### src/rtl/addsub_acc_seq_pkg.sv
// rtl/addsub_acc_seq_pkg.sv - shared state encoding, default widths and flag helper for addsub_acc_seq
package addsub_acc_seq_pkg;

  localparam int W_DEF     = 4;
  localparam int CNT_W_DEF = 8;

  typedef enum logic [1:0] {
    ST_IDLE = 2'd0,
    ST_CALC = 2'd1,
    ST_HOLD = 2'd2
  } state_t;

  // Signed overflow: operand signs agree (after k inverts y) but the sum sign differs.
  function automatic logic calc_ovf(input logic x_msb, input logic y_msb,
                                    input logic k, input logic s_msb);
    return ((x_msb ^ (y_msb ^ k)) == 1'b0) && (s_msb != x_msb);
  endfunction

endpackage

### src/rtl/FBAddSub.sv
// rtl/FBAddSub.sv - 4-bit ripple adder/subtractor with bit-level ports
module FBAddSub (
  input  logic x0,
  input  logic x1,
  input  logic x2,
  input  logic x3,
  input  logic y0,
  input  logic y1,
  input  logic y2,
  input  logic y3,
  input  logic k,
  output logic s0,
  output logic s1,
  output logic s2,
  output logic s3,
  output logic cout
);

  // k inverts y and feeds the carry-in, giving x + ~y + 1 for subtraction.
  logic b0, b1, b2, b3;
  logic c1, c2, c3;

  assign b0 = y0 ^ k;
  assign b1 = y1 ^ k;
  assign b2 = y2 ^ k;
  assign b3 = y3 ^ k;

  assign s0   = x0 ^ b0 ^ k;
  assign c1   = (x0 & b0) | (k  & (x0 ^ b0));
  assign s1   = x1 ^ b1 ^ c1;
  assign c2   = (x1 & b1) | (c1 & (x1 ^ b1));
  assign s2   = x2 ^ b2 ^ c2;
  assign c3   = (x2 & b2) | (c2 & (x2 ^ b2));
  assign s3   = x3 ^ b3 ^ c3;
  assign cout = (x3 & b3) | (c3 & (x3 ^ b3));

endmodule

### src/rtl/addsub_acc_seq.sv
// rtl/addsub_acc_seq.sv - handshaked add/sub front end with result register, accumulator and op counter
module addsub_acc_seq
  import addsub_acc_seq_pkg::*;
#(
  parameter int W     = W_DEF,   // FBAddSub is fixed at 4 bits; only 4 is legal
  parameter int CNT_W = CNT_W_DEF
) (
  input  logic             clk,
  input  logic             rst_n,
  input  logic             in_valid,
  output logic             in_ready,
  input  logic [W-1:0]     in_a,
  input  logic [W-1:0]     in_b,
  input  logic             in_k,
  input  logic             in_acc,
  input  logic             acc_clr,
  output logic             out_valid,
  input  logic             out_ready,
  output logic [W-1:0]     out_s,
  output logic             out_cout,
  output logic             out_ovf,
  output logic             out_zero,
  output logic [W-1:0]     acc_q,
  output logic [CNT_W-1:0] op_count
);

  state_t           state_q, state_d;
  logic             in_ready_q, in_ready_d;
  logic             out_valid_q, out_valid_d;
  logic [W-1:0]     x_q, x_d;
  logic [W-1:0]     y_q, y_d;
  logic             k_q, k_d;
  logic [W-1:0]     s_q, s_d;
  logic             cout_q, cout_d;
  logic             ovf_q, ovf_d;
  logic             zero_q, zero_d;
  logic [W-1:0]     acc_r_q, acc_r_d;
  logic [CNT_W-1:0] cnt_q, cnt_d;

  logic [W-1:0]     fb_s;
  logic             fb_cout;

  // The adder sees only registered operands, so it settles during CALC.
  FBAddSub u_fbaddsub (
    .x0   (x_q[0]),
    .x1   (x_q[1]),
    .x2   (x_q[2]),
    .x3   (x_q[3]),
    .y0   (y_q[0]),
    .y1   (y_q[1]),
    .y2   (y_q[2]),
    .y3   (y_q[3]),
    .k    (k_q),
    .s0   (fb_s[0]),
    .s1   (fb_s[1]),
    .s2   (fb_s[2]),
    .s3   (fb_s[3]),
    .cout (fb_cout)
  );

  // Next-state, operand capture, result latch, accumulator and counter updates.
  always_comb begin
    state_d     = state_q;
    in_ready_d  = in_ready_q;
    out_valid_d = out_valid_q;
    x_d         = x_q;
    y_d         = y_q;
    k_d         = k_q;
    s_d         = s_q;
    cout_d      = cout_q;
    ovf_d       = ovf_q;
    zero_d      = zero_q;
    acc_r_d     = acc_r_q;
    cnt_d       = cnt_q;

    case (state_q)
      ST_IDLE: begin
        // in_ready rises one edge after reset release, once IDLE is observed.
        in_ready_d = 1'b1;
        if (acc_clr) begin
          acc_r_d = '0;
        end
        if (in_valid && in_ready_q) begin
          // x is taken from the accumulator as it stands before any clear on this edge.
          x_d        = in_acc ? acc_r_q : in_a;
          y_d        = in_b;
          k_d        = in_k;
          state_d    = ST_CALC;
          in_ready_d = 1'b0;
        end
      end

      ST_CALC: begin
        s_d         = fb_s;
        cout_d      = fb_cout;
        ovf_d       = calc_ovf(x_q[W-1], y_q[W-1], k_q, fb_s[W-1]);
        zero_d      = ~|fb_s;
        out_valid_d = 1'b1;
        // A clear in CALC beats the result write-back; out_s still carries the result.
        acc_r_d     = acc_clr ? '0 : fb_s;
        in_ready_d  = 1'b0;
        state_d     = ST_HOLD;
      end

      ST_HOLD: begin
        if (acc_clr) begin
          acc_r_d = '0;
        end
        if (out_ready) begin
          out_valid_d = 1'b0;
          cnt_d       = cnt_q + CNT_W'(1);
          in_ready_d  = 1'b1;
          state_d     = ST_IDLE;
        end
      end

      default: begin
        state_d     = ST_IDLE;
        in_ready_d  = 1'b0;
        out_valid_d = 1'b0;
      end
    endcase
  end

  // State and datapath registers; reset discards any in-flight operation.
  always_ff @(posedge clk or negedge rst_n) begin
    if (!rst_n) begin
      state_q     <= ST_IDLE;
      in_ready_q  <= 1'b0;
      out_valid_q <= 1'b0;
      x_q         <= '0;
      y_q         <= '0;
      k_q         <= 1'b0;
      s_q         <= '0;
      cout_q      <= 1'b0;
      ovf_q       <= 1'b0;
      zero_q      <= 1'b0;
      acc_r_q     <= '0;
      cnt_q       <= '0;
    end else begin
      state_q     <= state_d;
      in_ready_q  <= in_ready_d;
      out_valid_q <= out_valid_d;
      x_q         <= x_d;
      y_q         <= y_d;
      k_q         <= k_d;
      s_q         <= s_d;
      cout_q      <= cout_d;
      ovf_q       <= ovf_d;
      zero_q      <= zero_d;
      acc_r_q     <= acc_r_d;
      cnt_q       <= cnt_d;
    end
  end

  assign in_ready  = in_ready_q;
  assign out_valid = out_valid_q;
  assign out_s     = s_q;
  assign out_cout  = cout_q;
  assign out_ovf   = ovf_q;
  assign out_zero  = zero_q;
  assign acc_q     = acc_r_q;
  assign op_count  = cnt_q;

endmodule

### config.mk
export PLATFORM = sky130hd
export DESIGN_NAME = addsub_acc_seq
export DESIGN_NICKNAME = d
export VERILOG_FILES = /design/src/rtl/addsub_acc_seq_pkg.sv /design/src/rtl/FBAddSub.sv /design/src/rtl/addsub_acc_seq.sv
export SDC_FILE = /design/constraint.sdc
export NUM_CORES = 1
export LEC_CHECK = 0
export BUFFER_PORTS_ARGS = -buffer_cell sky130_fd_sc_hd__buf_2
export CAP_MARGIN = 20
export CORE_ASPECT_RATIO = 1.25
export CORE_MARGIN = 5
export CORE_UTILIZATION = 40
export DETAILED_ROUTE_END_ITERATION = 10
export PLACE_DENSITY_LB_ADDON = 0.15
export SYNTH_ARGS = -nofsm -noshare
export SYNTH_HDL_FRONTEND = slang
export SYNTH_SLANG_ARGS = --single-unit
### constraint.sdc
create_clock -name clk -period 3.1 [get_ports clk]
set_input_delay 0.62 -clock clk [delete_from_list [all_inputs] [get_ports clk]]
set_output_delay 0.62 -clock clk [all_outputs]
set_load 0.05 [all_outputs]
-- Yosys cells after proc, flatten, opt, wreduce, memory -nomap -nowiden
Index checks and enable logic that the tools add are counted.
- output and inout port bits: 21
- bits in writable memories: 0
- memory bits (read-only): 0
- word-level logic and storage cells: 69
- memories: 0
- bits of input ports: 15
- latch bits: 0
- register bits after elaboration: 32
- reductions and logical operators: 12
- order comparisons: 0
- bitwise gates (word level): 26
- shift operators: 0
- multiply operators: 0
- $add $sub $neg: 1
- divide/modulo/power cells: 0
- eq/ne operators: 6
- mux-type cells: 12
- operators by type and width (kind ; count):
    two-way mux 4 bit ; 3
    XOR 1 bit ; 12
    AND reduction 2 bit ; 5
    adder 8 x 1 -> 8 bit, second input constant ; 1
    bitwise AND 1 bit ; 8
    case mux 4 bit (2 select lines) ; 1
    case mux 2 bit (3 select lines) ; 1
    two-way mux 2 bit ; 2
    inequality test 2 bit, second input constant ; 2
    OR 1 bit ; 4
    OR reduction 4 bit ; 1
    two-way mux 1 bit ; 3
    case mux 1 bit (3 select lines) ; 1
    == test 2 x 1 -> 1 bit, second input constant ; 1
    == test 2 bit, second input constant ; 1
    logical AND 1 bit ; 2
    zero test 2 bit ; 1
    inequality test 2 x 1 -> 1 bit, second input constant ; 1
    inverter 1 bit ; 2
    case mux 1 bit (2 select lines) ; 1
    nonzero test 2 bit ; 1
    OR reduction 2 bit ; 1
    zero test 1 bit ; 1
    inequality test 1 bit ; 1

-- Logic depth before layout (Yosys ltp)
Gate-level depths: netlist (run 1).
- depth after elaboration: 11
- gate-level depth with buffers: 7
- gate-level depth less buffers: 7

-- Hierarchy
A second synthesis (run 1) with hierarchy kept.
- cells, all modules: 121
- area, all modules: 1517.7 um^2
- by module, submodules not included (module ; cells an instance ; area an instance (um^2) ; seq. area each (um^2) ; times used):
    addsub_acc_seq ; 108 ; 1393.8 ; 800.8 ; 1
    FBAddSub ; 13 ; 123.9 ; 0.0 ; 1

-- Worst setup path after synthesis (run 1)
Ideal clock, no wire load.
- kind: register -> register
- start point: register y_q[0]
- end point: register ovf_q (netlist: out_ovf)
- path buffers: 0
- path slack: 0.943 ns
- required time: 3.005 ns
- arrival: 2.061 ns
- clock period less this slack: 2.157 ns
- setup time: 0.095 ns
- cell stages (with the launch flop): 8
- cells stage by stage: dfrtp_1 mux2_2 fa_1 inv_1 fa_1 fa_1 xor2_1 o31ai_1
- cells in the longest elaborated chain, start to end: 11
- elaborated cells on any way between the ends: 12
- classes of those cells: 1 x eq/ne; 10 x bitwise; 1 x reduce/logical
- ends and longest elaborated chain (item ; RTL line ; text):
    start, declared ; addsub_acc_seq.sv:31 ; logic [W-1:0] y_q, y_d;
    start signal, assigned ; addsub_acc_seq.sv:145 ; y_q <= y_d;
    XOR 1 bit (*) ; FBAddSub.sv:23 ; assign b0 = y0 ^ k;
    XOR 1 bit ; FBAddSub.sv:29 ; assign c1 = (x0 & b0) | (k & (x0 ^ b0));
    bitwise AND 1 bit ; FBAddSub.sv:29 ;
    OR 1 bit (*) ; FBAddSub.sv:29 ;
    bitwise AND 1 bit (*) ; FBAddSub.sv:31 ; assign c2 = (x1 & b1) | (c1 & (x1 ^ b1));
    OR 1 bit (*) ; FBAddSub.sv:31 ;
    bitwise AND 1 bit (*) ; FBAddSub.sv:33 ; assign c3 = (x2 & b2) | (c2 & (x2 ^ b2));
    OR 1 bit (*) ; FBAddSub.sv:33 ;
    XOR 1 bit (*) ; FBAddSub.sv:34 ; assign s3 = x3 ^ b3 ^ c3;
    inequality test 1 bit (*) ; addsub_acc_seq_pkg.sv:16 ; return ((x_msb ^ (y_msb ^ k)) == 1'b0) && (s_msb != x_msb);
    logical AND 1 bit (*) ; addsub_acc_seq_pkg.sv:16 ;
    end signal, assigned ; addsub_acc_seq.sv:149 ; ovf_q <= ovf_d;
    end, declared ; addsub_acc_seq.sv:35 ; logic ovf_q, ovf_d;
Every way passes the cells marked *; elsewhere a longest branch is shown, timed or not.
A chain may end at the register's enable or synchronous reset.

-- Worst setup path in the final report (run 1)
- start point: register k_q
- end point: register ovf_q (netlist: out_ovf)
- cells in the longest elaborated chain, start to end: 11
- elaborated cells on any way between the ends: 21
- classes of those cells: 1 x eq/ne; 19 x bitwise; 1 x reduce/logical
- ends and longest elaborated chain (item ; RTL line ; text):
    start, declared ; addsub_acc_seq.sv:32 ; logic k_q, k_d;
    start signal, assigned ; addsub_acc_seq.sv:146 ; k_q <= k_d;
    XOR 1 bit ; FBAddSub.sv:23 ;
    XOR 1 bit ; FBAddSub.sv:29 ;
    bitwise AND 1 bit ; FBAddSub.sv:29 ;
    OR 1 bit ; FBAddSub.sv:29 ;
    bitwise AND 1 bit ; FBAddSub.sv:31 ;
    OR 1 bit ; FBAddSub.sv:31 ;
    bitwise AND 1 bit ; FBAddSub.sv:33 ;
    OR 1 bit ; FBAddSub.sv:33 ;
    XOR 1 bit ; FBAddSub.sv:34 ;
    inequality test 1 bit ; addsub_acc_seq_pkg.sv:16 ;
    logical AND 1 bit (*) ; addsub_acc_seq_pkg.sv:16 ;
Marked as above.

==> metrics.md, run 1 <==
| Metric | Value |
|---|---|
| Unrepaired setup endpoints after global routing | `no` |
| Worst Tran Pin Value | `0.703 ns` |
| Initial Util | `0.405` |
| Worst Skew | `0.00689 ns` |
| Post-synthesis compound-gate area fraction | `0.0945` |
| Hpwl dp | `2190 um` |
| Antenna cells | `0` |
| Avg Inst Size Synth | `11.5 um^2` |
| Share of layout cells above drive strength 1 | `0.308` |
| Worst EP required | `3.29 ns` |
| Setup repair bufs after CTS | `0` |
| Final std cell area, no fill | `1790 um^2` |
| Largest net degree at the start of global routing | `33` |
| Critical path type | `reg -> reg` |
| Post-synthesis instance total | `131` |
| Max FO, Critical Path | `5` |
| Clock sink total | `32` |
| CP Launch Type | `flop` |
| Final hold vios | `0` |
| Peak Freq | `440 MHz` |
| Final max-slew violation count | `0` |
| CTS buffer count | `5` |
| Hold-fix buffers at CTS | `0` |
| Setup TNS | `0 ns` |
| Slew margin rel. | `0.531` |
| DR iter-0 viols | `29` |
| CP endpoint kind | `flop` |
| Synth warn | `0` |
| Vias per cell | `5.03` |
| Fraction of synthesized cell area in xor and xnor cells | `0.0697` |
| WL/cell | `13.9 um` |
| HP Class | `in -> async` |
| DIE HEIGHT | `78.7 um` |
| Residual DRC count | `0` |
| Simple-Gate Fraction of Synth Area | `0.119` |
| Number of H-tree levels | `2` |
| Rows | `25` |
| Critical path's largest stage delay | `0.47 ns` |
| # setup viols final | `0` |
| Synth Register Bits | `32` |
| Commonest non-fill, non-tap cells in the layout | `buf_2 (35), dfrtp_1 (32), nand2_1 (13)` |
| Min Tclk post-route | `2.27 ns` |
| Tcrit/Tclk final | `0.733` |
| Dpl cell area | `1700 um^2` |
| Worst slack at placement | `0.818 ns` |
| CTS tree | `done` |
| Number of nets in the layout | `188` |
| Part of the Yosys area used for sequential elements | `0.531` |
| IO Pins | `36` |
| Number of port buffers | `35` |
| Gr ovfl total | `0` |
| Proportion of synthesized area in mux cells | `0.0813` |
| Vias | `1052` |
| Commonest non-fill, non-tap cell in the layout | `buf_2` |
| Most used cell, CP | `fa_1` |
| Distinct cell type count after synthesis | `31` |
| Vias in the first global route | `1148` |
| Worst Path Arrival | `2.46 ns` |
| Clock insertion delay at the later pin of the skew report | `0.28 ns` |
| Outcome | `finished, final reports clean` |
| Largest family of logic cells by synthesized area | `simple AND/OR/NAND/NOR gates` |
| Die area | `5110 um^2` |
| Synth top area share | `0.531` |
| Post-CTS sizing | `0` |
| Fraction of the mapped netlist area in adder cells | `0.0564` |
| CORE AREA | `3720 um^2` |
| Final ANT Viol Nets | `0` |
| Total GRT Usage | `0.136` |
| Root Driver | `clkbuf_8` |
| First-pass GRT wire length | `5280 um` |
| Critical-path top delay cell | `fa_1` |
| Net count after synthesis | `151` |
| Initial DRT Pass Iterations | `4` |
| Gpl congestion | `0.754` |
| CP cell instances | `mux2_2, fa_1, inv_1, fa_1, fa_1, xor2_1, o31ai_1` |
| Die Span X | `64.9 um` |
| Area growth syn-to-layout | `18.4%` |
| Max Cap Violations | `0` |
| Reg2Reg Depth | `7` |
| Post-Route WL | `2910 um` |
| Synth top area cells | `dfrtp_1 (53%), xor2_1 (5.8%), mux2_2 (4.5%)` |
| CTS clk-pin slew, worst paths | `0.06 ns` |
| Max clock buf depth | `2` |
| Area leader, netlist | `dfrtp_1` |
| Initial antenna violation count | `0` |
| PnR worst setup slack | `0.828 ns` |
| Mapped cell area | `1510 um^2` |
final cells by class:
cell class | instances | area, um^2
repair buffers | 36 | 183
fillers | 357 | 1940
well taps | 40 | 50.0
multi-input cells | 87 | 641
flip-flops and latches | 32 | 801
inverters | 6 | 22.5
clock buffers | 8 | 90.1
synthesized netlist by cell type (all sizes together):
master,n
a21o,2
a21oi,5
a22oi,2
a2bb2oi,2
buf,6
dfrtp,32
fa,3
ha,2
inv,6
mux2,7
mux2i,4
nand2,13
nand2b,1
nand3,6
nand3b,1
nand4,2
nor2,8
nor2b,1
nor3,3
nor4bb,1
o21a,1
o21ai,9
o31ai,1
o41ai,1
xnor2,2
xor2,10
path summary, 6_finish.rpt:
check / slack [ns] / endpoint / start
min: 0.39 / op_count[4]$_DFFE_PN0P_ / rst_n
min reg2reg: 0.46 / op_count[7]$_DFFE_PN0P_ / op_count[7]$_DFFE_PN0P_
max in group asynchronous: 2.26 / in_ready$_DFFE_PN0N_ / rst_n
max reg2reg: 0.83 / out_ovf$_DFFE_PN0P_ / k_q$_DFFE_PN0P_
min in group clk: 0.46 / op_count[7]$_DFFE_PN0P_ / op_count[7]$_DFFE_PN0P_
max: 0.83 / out_ovf$_DFFE_PN0P_ / k_q$_DFFE_PN0P_
registers in the layout (all words and copies together) (netlist names):
| name | flops |
|---|---|
| in_ready | 1 |
| x_q | 4 |
| out_cout | 1 |
| op_count | 8 |
| out_zero | 1 |
| k_q | 1 |
| acc_q | 4 |
| y_q | 4 |
| out_valid | 1 |
| out_ovf | 1 |
| out_s | 4 |
| state_q | 2 |
stage by stage:
stage | util | std cells | hold WS [ns]
6_report | 0.480 | 209 | 0.389
5_1_grt | 0.480 | 209 | 0.446
4_1_cts | 0.480 | 209 | 0.414
3_5_place_dp | 0.456 | 201 | 0.454
3_3_place_gp | 0.456 | 201 | 0.452
2_1_floorplan | - | 131 | 0.324
metal layers:
metal	routed length, um	GRT usage
met1	1210	0.150
met2	1450	0.227
met3	192	0.0544
met4	59	0.0634
met5	0	0
logic make-up (layout without fill, tap and decap cells):
| family | Yosys count | count (layout) |
|---|---|---|
| multiplexers | 11 | 11 |
| AND/OR/NAND/NOR | 36 | 36 |
| flip-flops | 32 | 32 |
| buffers and inverters | 12 | 50 |
| AO/OA/AOI/OAI | 23 | 23 |
| adder cells (fa/ha/maj) | 5 | 5 |
| XOR/XNOR | 12 | 12 |
worst max-delay path: cells and delay by family (launching register included):
family	cells	cell delay [ns]
xor+xnor	1	0.17
fa+ha+maj	3	1.01
mux	1	0.30
compound gates	1	0.18
buf+inv	1	0.08
flops	1	0.44
Power of run 1 is left out: the tool's default activity adds up to more than one toggle a clock period on the data nets, which glitch-free logic cannot reach.
==> run 2: changes to the inputs <==
==> constraint.sdc (replaced) <==
create_clock -name clk -period 2 [get_ports clk]
set_input_delay 0.4 -clock clk [delete_from_list [all_inputs] [get_ports clk]]
set_output_delay 0.4 -clock clk [all_outputs]
set_load 0.05 [all_outputs]
==> metrics.md, run 2 (synthesized netlist as in run 1, its figures left out) <==
| Metric | Value |
|---|---|
| CTS tree | `done` |
| Outcome | `finished with violations` |
| Tcrit/Tclk final | `1.09` |
| Max FO, Critical Path | `4` |
| Residual DRC count | `0` |
| Hold-fix buffers at CTS | `0` |
| Max reg flops | `8` |
| PnR worst setup slack | `-0.185 ns` |
| CTS buffer count | `5` |
| Clock sink total | `32` |
| Initial antenna violation count | `0` |
| WL/cell | `14.1 um` |
| DR iter-0 viols | `23` |
| Worst Skew | `0.00486 ns` |
| Max clock buf depth | `2` |
| Failing checks | `setup timing` |
| CORE AREA | `3720 um^2` |
| Max Cap Violations | `0` |
| CP Launch Type | `flop` |
| Critical path type | `reg -> reg` |
| Unrepaired setup endpoints after global routing | `yes` |
| Share of layout cells above drive strength 1 | `0.353` |
| Commonest non-fill, non-tap cells in the layout | `buf_2 (35), dfrtp_1 (32), nand2_1 (13)` |
| Vias | `1079` |
| DIE HEIGHT | `78.7 um` |
| IO Pins | `36` |
| Number of H-tree levels | `2` |
| Final ANT Viol Nets | `0` |
| Worst Path Arrival | `2.37 ns` |
| Largest net degree at the start of global routing | `33` |
| # setup viols final | `3` |
| Rows | `25` |
| CP endpoint kind | `flop` |
| Number of port buffers | `35` |
| Antenna cells | `0` |
| Worst EP required | `2.18 ns` |
| Number of nets in the layout | `192` |
| Initial Util | `0.405` |
| Min Tclk post-route | `2.19 ns` |
| Setup TNS | `-0.450 ns` |
| Commonest non-fill, non-tap cell in the layout | `buf_2` |
| R2R Setup Slk | `-0.19 ns` |
| CTS clk-pin slew, worst paths | `0.06 ns` |
| Total GRT Usage | `0.131` |
| Gr ovfl total | `0` |
| Root Driver | `clkbuf_8` |
| Slew margin rel. | `0.530` |
| CP startpoint | `k_q$_DFFE_PN0P_` |
| Area growth syn-to-layout | `21.6%` |
| Worst Tran Pin Value | `0.705 ns` |
| Hpwl dp | `2320 um` |
| Gpl congestion | `0.769` |
| Vias in the first global route | `1059` |
| Post-Route WL | `3000 um` |
| Vias per cell | `5.07` |
| Initial DRT Pass Iterations | `4` |
| Die area | `5110 um^2` |
| HP Class | `in -> async` |
| Die Span X | `64.9 um` |
| First-pass GRT wire length | `4970 um` |
| Clock insertion delay at the later pin of the skew report | `0.28 ns` |
| Final hold vios | `0` |
| Peak Freq | `458 MHz` |
| Final max-slew violation count | `0` |
| Reg-to-Reg Start | `k_q$_DFFE_PN0P_` |
[run 2: cell count changes in the layout (fill, tap and decap cells not counted), sizes merged]
cell  change
buf       +4
[run 2: timing repair]
| item | in CTS | in global routing |
|---|---|---|
| setup endpoints to repair | 4 | 5 |
| buffers inserted | 0 | 0 |
| cloned | 0 | 0 |
| pin swaps | 1 | 0 |
| gates resized for setup | 3 | 1 |
[run 2: metal layers]
metal / vias to the layer above / global-route usage / share of wire
li1: 523 / - / -
met1: 518 / 0.154 / 0.44
met2: 33 / 0.210 / 0.48
met3: 5 / 0.0544 / 0.067
met4: 0 / 0.0507 / 0.018
met5: - / 0 / 0
[run 2: cell type report]
class,instances,area (um^2)
repair buffers,40,213
clock buffers,8,90.1
well taps,40,50.0
multi-input cells,87,659
fillers,360,1890
flip-flops and latches,32,801
inverters,6,22.5
[run 2: path summary, 6_finish.rpt]
check                                           to  cells after the start
min in group clk              acc_q[3]$_DFFE_PN0P_                      2
max reg2reg                    out_ovf$_DFFE_PN0P_                      7
min                        op_count[5]$_DFFE_PN0P_                      1
max                            out_ovf$_DFFE_PN0P_                      7
max in group asynchronous   state_q[0]$_DFFE_PN0P_                      1
min reg2reg                op_count[7]$_DFFE_PN0P_                      1
[run 2: stage by stage]
stage / setup WS [ns] / cells / hold WS, ns / utilization / cell area (um^2)
finish: -0.185 / 213 / 0.168 / 0.493 / 1840
global route: -0.258 / 213 / 0.239 / 0.493 / 1840
detailed placement: -0.209 / 205 / 0.457 / 0.465 / 1730
CTS: -0.196 / 213 / 0.202 / 0.493 / 1840
floorplan: -0.137 / 131 / 0.104 / - / 1510
global placement: -0.154 / 205 / 0.452 / 0.465 / 1730
[run 2: critical path, cell delays in order, from the launching register on]
cell and delay, ns:
dfrtp_1 0.42, mux2_4 0.29, fa_2 0.33, inv_2 0.06
fa_2 0.19, fa_2 0.46, xor2_1 0.16, o31ai_1 0.18
Power of run 2 is left out for the same reason.
